## src/rtl/endec_axis_frame_loader.sv

```systemverilog
// AXI4-Stream front end for endec_interface: parses a header word, packs payload
// words into the encoder or decoder frame and hands the frame over with valid/ready.
module endec_axis_frame_loader #(
  parameter int MAX_CONSTRAINT_LENGTH = 9,
  parameter int MAX_CODE_RATE         = 3,
  parameter int ERR_CNT_W             = 8
) (
  input  logic                                           sys_clk,
  input  logic                                           rst,
  input  logic [31:0]                                    s_axis_tdata,
  input  logic                                           s_axis_tvalid,
  input  logic                                           s_axis_tlast,
  output logic                                           s_axis_tready,
  output logic                                           o_code_rate,
  output logic                                           o_mode_sel,
  output logic [MAX_CONSTRAINT_LENGTH*MAX_CODE_RATE-1:0] o_gen_poly_flat,
  output logic [127:0]                                   o_encoder_data_frame,
  output logic [383:0]                                   o_decoder_data_frame,
  output logic                                           o_frame_valid,
  input  logic                                           i_frame_ready,
  output logic                                           o_frame_err,
  output logic [ERR_CNT_W-1:0]                           o_err_count
);

  localparam int POLY_W    = MAX_CONSTRAINT_LENGTH * MAX_CODE_RATE;
  localparam int ENC_WORDS = 4;
  localparam int DEC_WORDS = 12;

  typedef enum logic [1:0] {S_HDR, S_PAYLOAD, S_DRAIN, S_OUT} state_t;

  state_t                state_reg;
  logic [3:0]            word_cnt_reg;
  logic                  code_rate_reg;
  logic                  mode_sel_reg;
  logic [POLY_W-1:0]     gen_poly_reg;
  logic [31:0]           enc_words_reg [ENC_WORDS];
  logic [31:0]           dec_words_reg [DEC_WORDS];
  logic                  frame_valid_reg;
  logic                  frame_err_reg;
  logic [ERR_CNT_W-1:0]  err_count_reg;

  logic                  accept;
  logic                  hdr_accept;
  logic                  pay_accept;
  logic [3:0]            last_idx;
  logic                  is_last_word;
  logic                  err_pulse;
  logic                  unused_hdr_bits;

  assign s_axis_tready   = !rst && (state_reg != S_OUT);
  assign accept          = s_axis_tvalid && s_axis_tready;
  assign hdr_accept      = accept && (state_reg == S_HDR);
  assign pay_accept      = accept && (state_reg == S_PAYLOAD);
  assign unused_hdr_bits = ^s_axis_tdata[31:29];

  assign last_idx     = mode_sel_reg ? (code_rate_reg ? 4'd11 : 4'd7) : 4'd3;
  assign is_last_word = (word_cnt_reg == last_idx);

  // Malformed: tlast on the header, tlast before the last word, or no tlast on it.
  assign err_pulse = (hdr_accept && s_axis_tlast) ||
                     (pay_accept && (is_last_word != s_axis_tlast));

  always_ff @(posedge sys_clk) begin
    if (rst) begin
      state_reg       <= S_HDR;
      word_cnt_reg    <= '0;
      code_rate_reg   <= 1'b0;
      mode_sel_reg    <= 1'b0;
      gen_poly_reg    <= '0;
      frame_valid_reg <= 1'b0;
      frame_err_reg   <= 1'b0;
      err_count_reg   <= '0;
    end else begin
      frame_err_reg <= err_pulse;
      if (err_pulse && (err_count_reg != {ERR_CNT_W{1'b1}}))
        err_count_reg <= err_count_reg + 1'b1;

      case (state_reg)
        S_HDR: begin
          if (accept) begin
            code_rate_reg <= s_axis_tdata[0];
            mode_sel_reg  <= s_axis_tdata[1];
            gen_poly_reg  <= s_axis_tdata[2 +: POLY_W];
            word_cnt_reg  <= '0;
            state_reg     <= s_axis_tlast ? S_HDR : S_PAYLOAD;
          end
        end
        S_PAYLOAD: begin
          if (accept) begin
            word_cnt_reg <= word_cnt_reg + 4'd1;
            if (is_last_word) begin
              state_reg       <= s_axis_tlast ? S_OUT : S_DRAIN;
              frame_valid_reg <= s_axis_tlast;
            end else if (s_axis_tlast) begin
              state_reg <= S_HDR;
            end
          end
        end
        S_DRAIN: begin
          if (accept && s_axis_tlast)
            state_reg <= S_HDR;
        end
        S_OUT: begin
          if (i_frame_ready) begin
            frame_valid_reg <= 1'b0;
            state_reg       <= S_HDR;
          end
        end
        default: state_reg <= S_HDR;
      endcase
    end
  end

  // One register slot per payload word; a new header clears every slot.
  generate
    for (genvar gi = 0; gi < ENC_WORDS; gi++) begin : g_enc
      always_ff @(posedge sys_clk) begin
        if (rst || hdr_accept)
          enc_words_reg[gi] <= '0;
        else if (pay_accept && !mode_sel_reg && (word_cnt_reg == 4'(gi)))
          enc_words_reg[gi] <= s_axis_tdata;
      end
      assign o_encoder_data_frame[32*gi +: 32] = enc_words_reg[gi];
    end

    for (genvar gi = 0; gi < DEC_WORDS; gi++) begin : g_dec
      always_ff @(posedge sys_clk) begin
        if (rst || hdr_accept)
          dec_words_reg[gi] <= '0;
        else if (pay_accept && mode_sel_reg && (word_cnt_reg == 4'(gi)))
          dec_words_reg[gi] <= s_axis_tdata;
      end
      assign o_decoder_data_frame[32*gi +: 32] = dec_words_reg[gi];
    end
  endgenerate

  assign o_code_rate     = code_rate_reg;
  assign o_mode_sel      = mode_sel_reg;
  assign o_gen_poly_flat = gen_poly_reg;
  assign o_frame_valid   = frame_valid_reg;
  assign o_frame_err     = frame_err_reg;
  assign o_err_count     = err_count_reg;

endmodule

```

## config.mk

```make
export PLATFORM = sky130hd
export DESIGN_NAME = endec_axis_frame_loader
export DESIGN_NICKNAME = d
export VERILOG_FILES = /design/src/rtl/endec_axis_frame_loader.sv
export SDC_FILE = /design/constraint.sdc
export NUM_CORES = 1
export LEC_CHECK = 0
export ABC_AREA = 1
export CAP_MARGIN = 10
export CORE_AREA = 2 2 232 234
export CTS_CLUSTER_SIZE = 30
export DETAILED_ROUTE_END_ITERATION = 10
export DIE_AREA = 0 0 234 236
export PLACE_DENSITY = 0.77
export SETUP_SLACK_MARGIN = 0.2
export SLEW_MARGIN = 20
export SYNTH_ARGS = -nofsm -noshare
export SYNTH_HDL_FRONTEND = slang
export SYNTH_SLANG_ARGS = --single-unit
```

## constraint.sdc

```tcl
create_clock -name sys_clk -period 2.5 [get_ports sys_clk]
set_clock_uncertainty 0.05 [all_clocks]
set_input_delay 0.5 -clock sys_clk [delete_from_list [all_inputs] [get_ports sys_clk]]
set_output_delay 0.5 -clock sys_clk [all_outputs]
set_load 0.05 [all_outputs]
```

==> flow_summary.yaml, run 1 <==
clock_network:
  cts_root_buffer: "clkbuf_16"
  clk_latency_ns: 0.59
  tritoncts: "yes"
  cts_buffers: 55
  hold_buffers: 0
  cts_sinks: 557
  postCtsSetupBuffers: 0
  clkTransAtPathRegs_ns: 0.06
  clk_path_buf_depth: 3
  htreeDepth: 2
sta:
  setup_violations: 0
  finalCritPeriodShare_pct: 90.6
  rsz0062_at_grt: "no"
  finalHoldViolations: 0
  layout_min_cycle_time_ns: 2.26
  fin_tns_setup_ns: 0
  timing.slew.headroom_pct: 29.5
  slew_viol_final: 0
  fmax_mhz: 442
  tightest_slew_ns: 1.05
power_and_ir_drop:
  p_leak_nw: 13.4
  power_density_nw_per_um2: 951
  ir_drop_v: 0.000564
cells_and_area:
  layout_common_cells: "nor2_1, edfxtp_1, dlygate4sd2_1, dlymetal6s2s_1, clkbuf_16"
  largest_reg_flops: 384
  layout_commonest_cell: "nor2_1"
  nNetsFinal: 2090
  syn_to_final_growth_pct: 43.8
  stdcell_count: 2789
  drive_gt1_share_pct: 9.80
routing:
  wl_um: 66900
  post_drt_wl_per_cell_um: 24.0
  drt_first_pass_iters: 5
  ant_nets: 0
  vias_per_cell: 5.07
  drc_errors: 0
  vias: 14100
  drtIter0Drc: 1220
synth:
  synth_edf_count: 512
  async_flop_share_pct: 0
  synthAdderAreaFrac_pct: 0.438
  postSynthAreaPerCell_um2: 14.1
  synth_mux_area_share_pct: 0
  yosys.area_share.xor_xnor_pct: 0.219
  ys_seq_area_share_pct: 81.3
  synthSimpleGateAreaFrac_pct: 12.8
  synth_top_family_by_area: "simple AND/OR/NAND/NOR gates"
  synthesis.nets: 1463
  yosysWarnings: 0
  synth.distinct_cells: 25
  synth_compound_area_share_pct: 2.05
  ys.flop_type: "edfxtp_1"
  syn_area_um2: 20000
  synth_cells: 1419
  ys_ff_latch: 557
hold_path:
  holdPathStages: 2
  hp-class: "reg -> reg"
critical_path:
  crit_path_start_kind: "flip-flop"
  path_max_fanout: 1
  cp.required_ns: 1.95
  end_kind: "output pin"
  slowest_stage: "clkdlybuf4s50_1"
  worst_path_dominant_cell_family: "buffers and inverters"
  crit_type: "reg -> out"
  cp.arrival_ns: 1.71
  crit_path_max_incr_delay_ns: 0.80
  r2r_cells: 10
  cp_num_cells: 1
  path_cells: "clkdlybuf4s50_1"
  crit_buf_inv: 1
place:
  place.gp.congestion: 0.834
  placedCellCount: 2685
  detailed_place_hpwl_um: 45700
  port_buffers: 588
grt:
  grt.overflow.total: 0
  grt_pass1_wl_um: 93600
  grt_use_met2_pct: 41.8
  use_met3_pct: 5.48
  grt_max_degree: 39
  antenna_found_initial: 1
  grt_usage_pct: 23.6
  use_met1_pct: 27.8
  first_global_vias: 13800
  grt-busiest-layer: "met2"
floorplanning:
  initial_utilization_pct: 37.7
  pin_count: 589
  placementRows: 85
  coreArea_um2: 53100
  die-area_um2: 55200
  die_x_um: 234
  fp.dieH_um: 236
run:
  maxCapViolCount: 0
run_status:
  outcome: "complete, no violations"
cell families after synthesis:
logic type	Yosys count
AO/OA/AOI/OAI	82
XOR/XNOR	5
buffers and inverters	144
adder cells (fa/ha/maj)	7
flip-flops	557
AND/OR/NAND/NOR	624
metrics by stage:
stage               setup WS (ns)  instance area, µm²  power [mW]  hold WS [ns]  utilization (%)
finish                      0.235               28800        27.4         0.472             54.2
global route                0.200               28800        28.1         0.488             54.2
CTS                         0.200               28600        27.5         0.466             53.9
detailed placement        -0.0124               27300        19.6         0.440             51.4
global placement        -0.000808               27300        19.5         0.423             51.4
floorplan                 -0.0754               20100        16.6         0.422                -
metal layers:
layer  wire (µm)  part of all wire, %
met3        6520                  9.7
met4        2560                  3.8
met1       23400                   35
met2       34400                   51
met5          10                0.015
power breakdown:
group	switching, mW	internal (mW)	leakage [nW]
sequential	0.365	11.4	5.79
combinational	5.52	1.48	6.68
clock	3.55	5.04	0.929
total	9.43	18.0	13.4
path summary, 6_finish.rpt:
check                                                        start                          end  slack, ns
worst max-delay path            enc_words_reg[0][19]$_SDFFCE_PN0P_     o_encoder_data_frame[19]       0.24
worst max register to register        word_cnt_reg[1]$_SDFFE_PP0P_  o_err_count[7]$_SDFFE_PP0P_       0.46
worst min register to register         o_err_count[1]$_SDFFE_PP0P_  o_err_count[1]$_SDFFE_PP0P_       0.47
worst min-delay path                   o_err_count[1]$_SDFFE_PP0P_  o_err_count[1]$_SDFFE_PP0P_       0.47
cell type report:
type                            instances  area (µm²)
Fill cell                            4395       24300
Sequential cell                       557       16300
Timing Repair Buffer                  663        6360
Multi-Input combinational cell        718        3190
Clock buffer                           74        1610
Tap cell                              696         871
Clock inverter                         29         293
Inverter                               51         191
Antenna cell                            1        2.50
cells in the mapped netlist (7+ instances only):
| master | count | area (µm²) |
|---|---|---|
| a21oi_1 | 48 | 240 |
| edfxtp_1 | 512 | 15400 |
| nand3_4 | 10 | 175 |
| dfxtp_1 | 45 | 901 |
| nand2_1 | 53 | 199 |
| o21ai_0 | 34 | 170 |
| clkbuf_1 | 46 | 173 |
| clkinv_1 | 29 | 109 |
| nand3_1 | 20 | 100 |
| buf_2 | 43 | 215 |
| inv_1 | 20 | 75.1 |
| nor2_1 | 528 | 1980 |
| ha_1 | 7 | 87.6 |
repair_timing:
item / CTS / global route
setup endpoints to repair: 465 / 74
gates resized for setup: 465 / 74
gates cloned: 0 / 0
(Power assumes the default switching activity.)
==> run 2, diff against run 1 <==
==> constraint.sdc (replaced) <==
create_clock -name sys_clk -period 2 [get_ports sys_clk]
set_clock_uncertainty 0.05 [all_clocks]
set_input_delay 0.4 -clock sys_clk [delete_from_list [all_inputs] [get_ports sys_clk]]
set_output_delay 0.4 -clock sys_clk [all_outputs]
set_load 0.05 [all_outputs]
==> run 2 against run 1 <==
Against the previous run: count of clock-buffer cells in the layout shrank 10; clock power is 19% higher; global-route usage rose by 0.66 points; sequential share of layout area is 3.5 points lower; critical path depth up 8; final cell count grew 3.3%.
==> flow_summary.yaml, run 2 (synthesized netlist as in run 1, its figures left out) <==
power_and_ir_drop:
  seq_power_share_pct: 42.7
  swShare_pct: 35.2
  power.switching_mw: 12.2
  p_int_mw: 22.5
  ir_drop_v: 0.000604
  p_comb_share_pct: 27.9
  p_total_mw: 34.8
  pwr-share-clk_pct: 29.4
  power_density_nw_per_um2: 1130
  p_leak_nw: 12.7
cells_and_area:
  drive_gt1_share_pct: 36.9
  nNetsFinal: 2184
  seq_area_um2: 16300
  layout_commonest_cell: "edfxtp_1"
  largest_reg_flops: 384
  stdcell_count: 2880
  multiInputGateArea_um2: 4250
  syn_to_final_growth_pct: 53.5
  layout_common_cells: "edfxtp_1, nor2_1, buf_4, clkdlybuf4s15_2, dlygate4sd2_1"
  nFillCells: 3988
  fin_util_pct: 57.9
  stdcell_area_um2: 30700
  insertedDiodeCount: 0
grt:
  grt.overflow.total: 0
  grt_usage_pct: 24.3
  grt_max_degree: 43
  antenna_found_initial: 0
  grt_pass1_wl_um: 95400
  first_global_vias: 14000
sta:
  finalHoldViolations: 0
  fin_tns_setup_ns: 0
  layout_min_cycle_time_ns: 1.97
  finalCritPeriodShare_pct: 98.5
  whs_ns: 0.447
  timing.slew.headroom_pct: 62.3
  fmax_mhz: 508
  rsz0062_at_grt: "yes"
  setup_ws_ns: 0.0303
  setup_violations: 0
  slew_viol_final: 0
  tightest_slew_ns: 0.561
floorplanning:
  die-area_um2: 55200
  fp.dieH_um: 236
  pin_count: 589
  die_x_um: 234
  initial_utilization_pct: 37.7
  placementRows: 85
  coreArea_um2: 53100
clock_network:
  htreeDepth: 2
  hold_buffers: 0
  tritoncts: "yes"
  cts_buffers: 53
  cts_sinks: 557
  clkTransAtPathRegs_ns: 0.07
  clk_latency_ns: 0.58
  clk_path_buf_depth: 3
  cts_root_buffer: "clkbuf_16"
routing:
  vias: 15100
  post_drt_wl_per_cell_um: 26.4
  drt_first_pass_iters: 5
  ant_nets: 0
  drtIter0Drc: 1544
  drc_errors: 0
  wl_um: 76000
  vias_per_cell: 5.23
place:
  place.gp.congestion: 0.866
  detailed_place_hpwl_um: 46200
  postPlaceCellArea_um2: 27400
  place_ws_ns: -0.573
  placedCellCount: 2709
  port_buffers: 588
run_status:
  outcome: "complete, no violations"
critical_path:
  crit_path_start_kind: "flip-flop"
  path_max_fanout: 6
  crit_type: "reg -> reg"
  cp.arrival_ns: 2.22
  cp.required_ns: 2.25
  end_kind: "flip-flop"
hold_path:
  hp-class: "reg -> reg"
run:
  maxCapViolCount: 0
-- run 2: changes by cell type in the layout (fill, tap and decap cells not counted), moves of 15 or more --
| cell | change |
|---|---|
| dlygate4sd2_1 | -333 |
| buf_4 | +190 |
| clkdlybuf4s15_2 | +168 |
| dlymetal6s2s_1 | -74 |
| nor2_1 | -73 |
| buf_2 | +59 |
| nor2_4 | +41 |
| nand2_8 | +34 |
| nor2_2 | +32 |
| buf_12 | +26 |
| buf_6 | +15 |
-- run 2: worst paths after layout --
path | slack (ns) | from | cells past startpoint | endpoint
worst min register to register | 0.45 | o_frame_valid$_SDFFE_PP0P_ | 2 | o_frame_valid$_SDFFE_PP0P_
worst max-delay path | 0.03 | state_reg[1]$_SDFFE_PP0P_ | 9 | dec_words_reg[0][101]$_SDFFCE_PN0P_
worst max register to register | 0.03 | state_reg[1]$_SDFFE_PP0P_ | 9 | dec_words_reg[0][101]$_SDFFCE_PN0P_
worst min-delay path | 0.45 | o_frame_valid$_SDFFE_PP0P_ | 2 | o_frame_valid$_SDFFE_PP0P_
-- run 2: power by group through the flow --
stage | Combinational, mW | Clock [mW] | Sequential (mW)
2_1_floorplan | 1.22 | 0 | 19.6
3_3_place_gp | 9.29 | 0 | 15.0
3_5_place_dp | 9.38 | 0 | 15.1
4_1_cts | 9.06 | 10.2 | 14.8
5_1_grt | 9.92 | 10.7 | 14.9
6_report | 9.69 | 10.2 | 14.8
-- run 2: layer usage --
metal	up-vias	share of wire (%)	track usage [%]
met1	7509	36	29.0
li1	6325	-	-
met3	196	9.6	5.03
met4	0	4.6	10.2
met2	1041	50	42.2
met5	-	0	0
-- run 2: worst max-delay path: stages, from the launching register on --
cell and delay, ns:
dfxtp_4 0.36, buf_4 0.14, nor2_1 0.14, inv_1 0.11
nor2_4 0.14, nor2_4 0.06, buf_12 0.15, buf_4 0.21
nand2_8 0.16, clkbuf_16 0.17
-- run 2: repair_timing --
action                                 in CTS  in global routing
setup buffers                               5                 27
endpoints found under the hold margin       0                  0
setup endpoints to repair                1221               1266
gates cloned                                7                 33
pin swaps                                   7                 24
resized for setup                         954                221
-- run 2: cell type report --
cell class	count	area share, %
Inverter	51	0.672
Clock inverter	35	1.18
Timing Repair Buffer	738	23.9
Tap cell	696	2.83
Clock buffer	64	4.51
Sequential cell	557	53.0
Multi-Input combinational cell	739	13.8
==> run 3, diff against run 2 <==
==> constraint.sdc (replaced) <==
create_clock -name sys_clk -period 2 [get_ports sys_clk]
set_clock_uncertainty 0.05 [all_clocks]
set_input_delay 0.4 -clock sys_clk [delete_from_list [all_inputs] [get_ports sys_clk]]
set_output_delay 0.4 -clock sys_clk [all_outputs]
set_load 0.01 [all_outputs]
==> run 3 against run 2 <==
Against the previous run: register-to-register slack better by 0.02 ns; cell area rose by 1.1%; worst hold slack better by 0.0031 ns; die area unchanged; combinational power fell by 43%; first-iteration DRC count increased by 3.2%; non-clock buffer count rose by 28; sequential cell count unchanged; global-route usage rose by 0.32 points; critical path type unchanged; largest power group unchanged.
==> flow_summary.yaml, run 3 (synthesized netlist as in run 1, its figures left out) <==
hold_path:
  hp-start: "word_cnt_reg[3]$_SDFFE_PP0P_"
  holdPathEnd: "word_cnt_reg[3]$_SDFFE_PP0P_"
  hp-class: "reg -> reg"
  holdPathStages: 2
grt:
  first_global_vias: 13900
  grt_pass1_wl_um: 96300
  antenna_found_initial: 0
  grt.overflow.total: 0
  grt_usage_pct: 24.6
  grt_max_degree: 37
floorplanning:
  initial_utilization_pct: 37.7
  coreArea_um2: 53100
  die-area_um2: 55200
  placementRows: 85
  die_x_um: 234
  pin_count: 589
  fp.dieH_um: 236
critical_path:
  reg2reg_from: "state_reg[1]$_SDFFE_PP0P_"
  crit_type: "reg -> reg"
  crit_path_max_incr_delay_ns: 0.37
  r2r_cells: 10
  crit_path_start_kind: "flip-flop"
  r2r-end: "dec_words_reg[0][11]$_SDFFCE_PN0P_"
  cp.arrival_ns: 2.36
  regToRegSetupSlack_ns: 0.05
  slowest_stage: "dfxtp_4"
  path_max_fanout: 16
  path_cells: "inv_4 -> nand2_2 -> nor2_4 -> inv_4 -> nor2_4 -> buf_12 -> nand3_4 -> buf_4 -> clkbuf_16 -> nor2_1"
  cp.required_ns: 2.42
  end_kind: "flip-flop"
sta:
  fin_tns_setup_ns: 0
  finalHoldViolations: 0
  setup_violations: 0
  timing.slew.headroom_pct: 69.1
  rsz0062_at_grt: "yes"
  tightest_slew_ns: 0.461
  finalCritPeriodShare_pct: 97.3
  fmax_mhz: 514
  setup_ws_ns: 0.0531
  slew_viol_final: 0
  layout_min_cycle_time_ns: 1.95
  whs_ns: 0.450
cells_and_area:
  nNetsFinal: 2211
  stdcell_count: 2905
  insertedDiodeCount: 0
  fin_util_pct: 58.5
  syn_to_final_growth_pct: 55.2
  stdcell_area_um2: 31100
  drive_gt1_share_pct: 18.3
  layout_common_cells: "edfxtp_1, nor2_1, dlygate4sd2_1, clkdlybuf4s50_1, buf_4"
  largest_reg_flops: 384
  layout_commonest_cell: "edfxtp_1"
run:
  maxCapViolCount: 0
routing:
  ant_nets: 0
  drt_first_pass_iters: 5
  vias_per_cell: 5.19
  drc_errors: 0
  post_drt_wl_per_cell_um: 26.2
  drtIter0Drc: 1594
  vias: 15100
  wl_um: 76100
clock_network:
  clk_path_buf_depth: 3
  htreeDepth: 2
  clk_latency_ns: 0.61
  cts_root_buffer: "clkbuf_16"
  cts_sinks: 557
  tritoncts: "yes"
  clkTransAtPathRegs_ns: 0.06
  cts_buffers: 56
  hold_buffers: 0
place:
  place_ws_ns: -0.562
  placedCellCount: 2723
  detailed_place_hpwl_um: 47000
  place.gp.congestion: 0.863
  postPlaceCellArea_um2: 28000
  port_buffers: 588
power_and_ir_drop:
  ir_drop_v: 0.000590
  p_leak_nw: 13.4
  p_total_mw: 30.3
  power_density_nw_per_um2: 976
run_status:
  outcome: "complete, no violations"
## run 3: cell count changes in the layout (fill, tap and decap cells not counted), sizes merged, moves of 2 or more
cell,delta
dlygate4sd2,+334
clkdlybuf4s50,+58
inv,-3
clkbuf,-5
buf,-207
clkdlybuf4s15,-149
nand2,-4
dlymetal6s2s,+2
clkinv,+3
bufbuf,+2
bufinv,-5
## run 3: power breakdown
| group | internal [mW] | total [mW] | leakage, nW | switching, mW |
|---|---|---|---|---|
| logic | 2.19 | 5.55 | 6.79 | 3.36 |
| registers | 14.3 | 14.8 | 5.80 | 0.485 |
| clock network | 5.53 | 9.98 | 0.847 | 4.45 |
| total | 22.0 | 30.3 | 13.4 | 8.30 |
## run 3: layout make-up
| class | instances | area (µm²) |
|---|---|---|
| Timing Repair Buffer | 766 | 7810 |
| Sequential cell | 557 | 16300 |
| Fill cell | 4099 | 22000 |
| Clock buffer | 71 | 1490 |
| Multi-Input combinational cell | 735 | 4150 |
| Inverter | 51 | 213 |
| Tap cell | 696 | 871 |
| Clock inverter | 29 | 236 |
## run 3: worst max path at each step
stage	startpoint	end	slack, ns	depth (start not counted)
after floorplan	rst	dec_words_reg[0][0]$_SDFFCE_PN0P_	0.06	6
after global placement	rst	enc_words_reg[2][27]$_SDFFCE_PN0P_	-0.55	9
after detailed placement	rst	enc_words_reg[2][28]$_SDFFCE_PN0P_	-0.56	9
after CTS	state_reg[0]$_SDFFE_PP0P_	s_axis_tready	0.04	2
after global routing	state_reg[1]$_SDFFE_PP0P_	dec_words_reg[0][4]$_SDFFCE_PN0P_	-0.01	10
final	state_reg[1]$_SDFFE_PP0P_	dec_words_reg[0][11]$_SDFFCE_PN0P_	0.05	10
## run 3: layer usage
metal	GRT usage [%]	vias up	part of all wire, %
li1	-	6378	-
met1	29.2	7479	36
met2	42.6	1024	50
met3	5.09	205	9.4
met4	11.1	0	4.7
met5	0	-	0
## run 3: what timing repair did
action	CTS	global route
buffers inserted	11	30
setup endpoints to repair	1510	1108
gates cloned	9	32
resized for setup	564	178
pin swaps	7	11
## run 3: worst max-delay path: cells and delay by family (launching register included)
family	cells	cell delay, ns
buffers and inverters	5	0.69
AND/OR/NAND/NOR	5	0.68
flip-flops	1	0.37
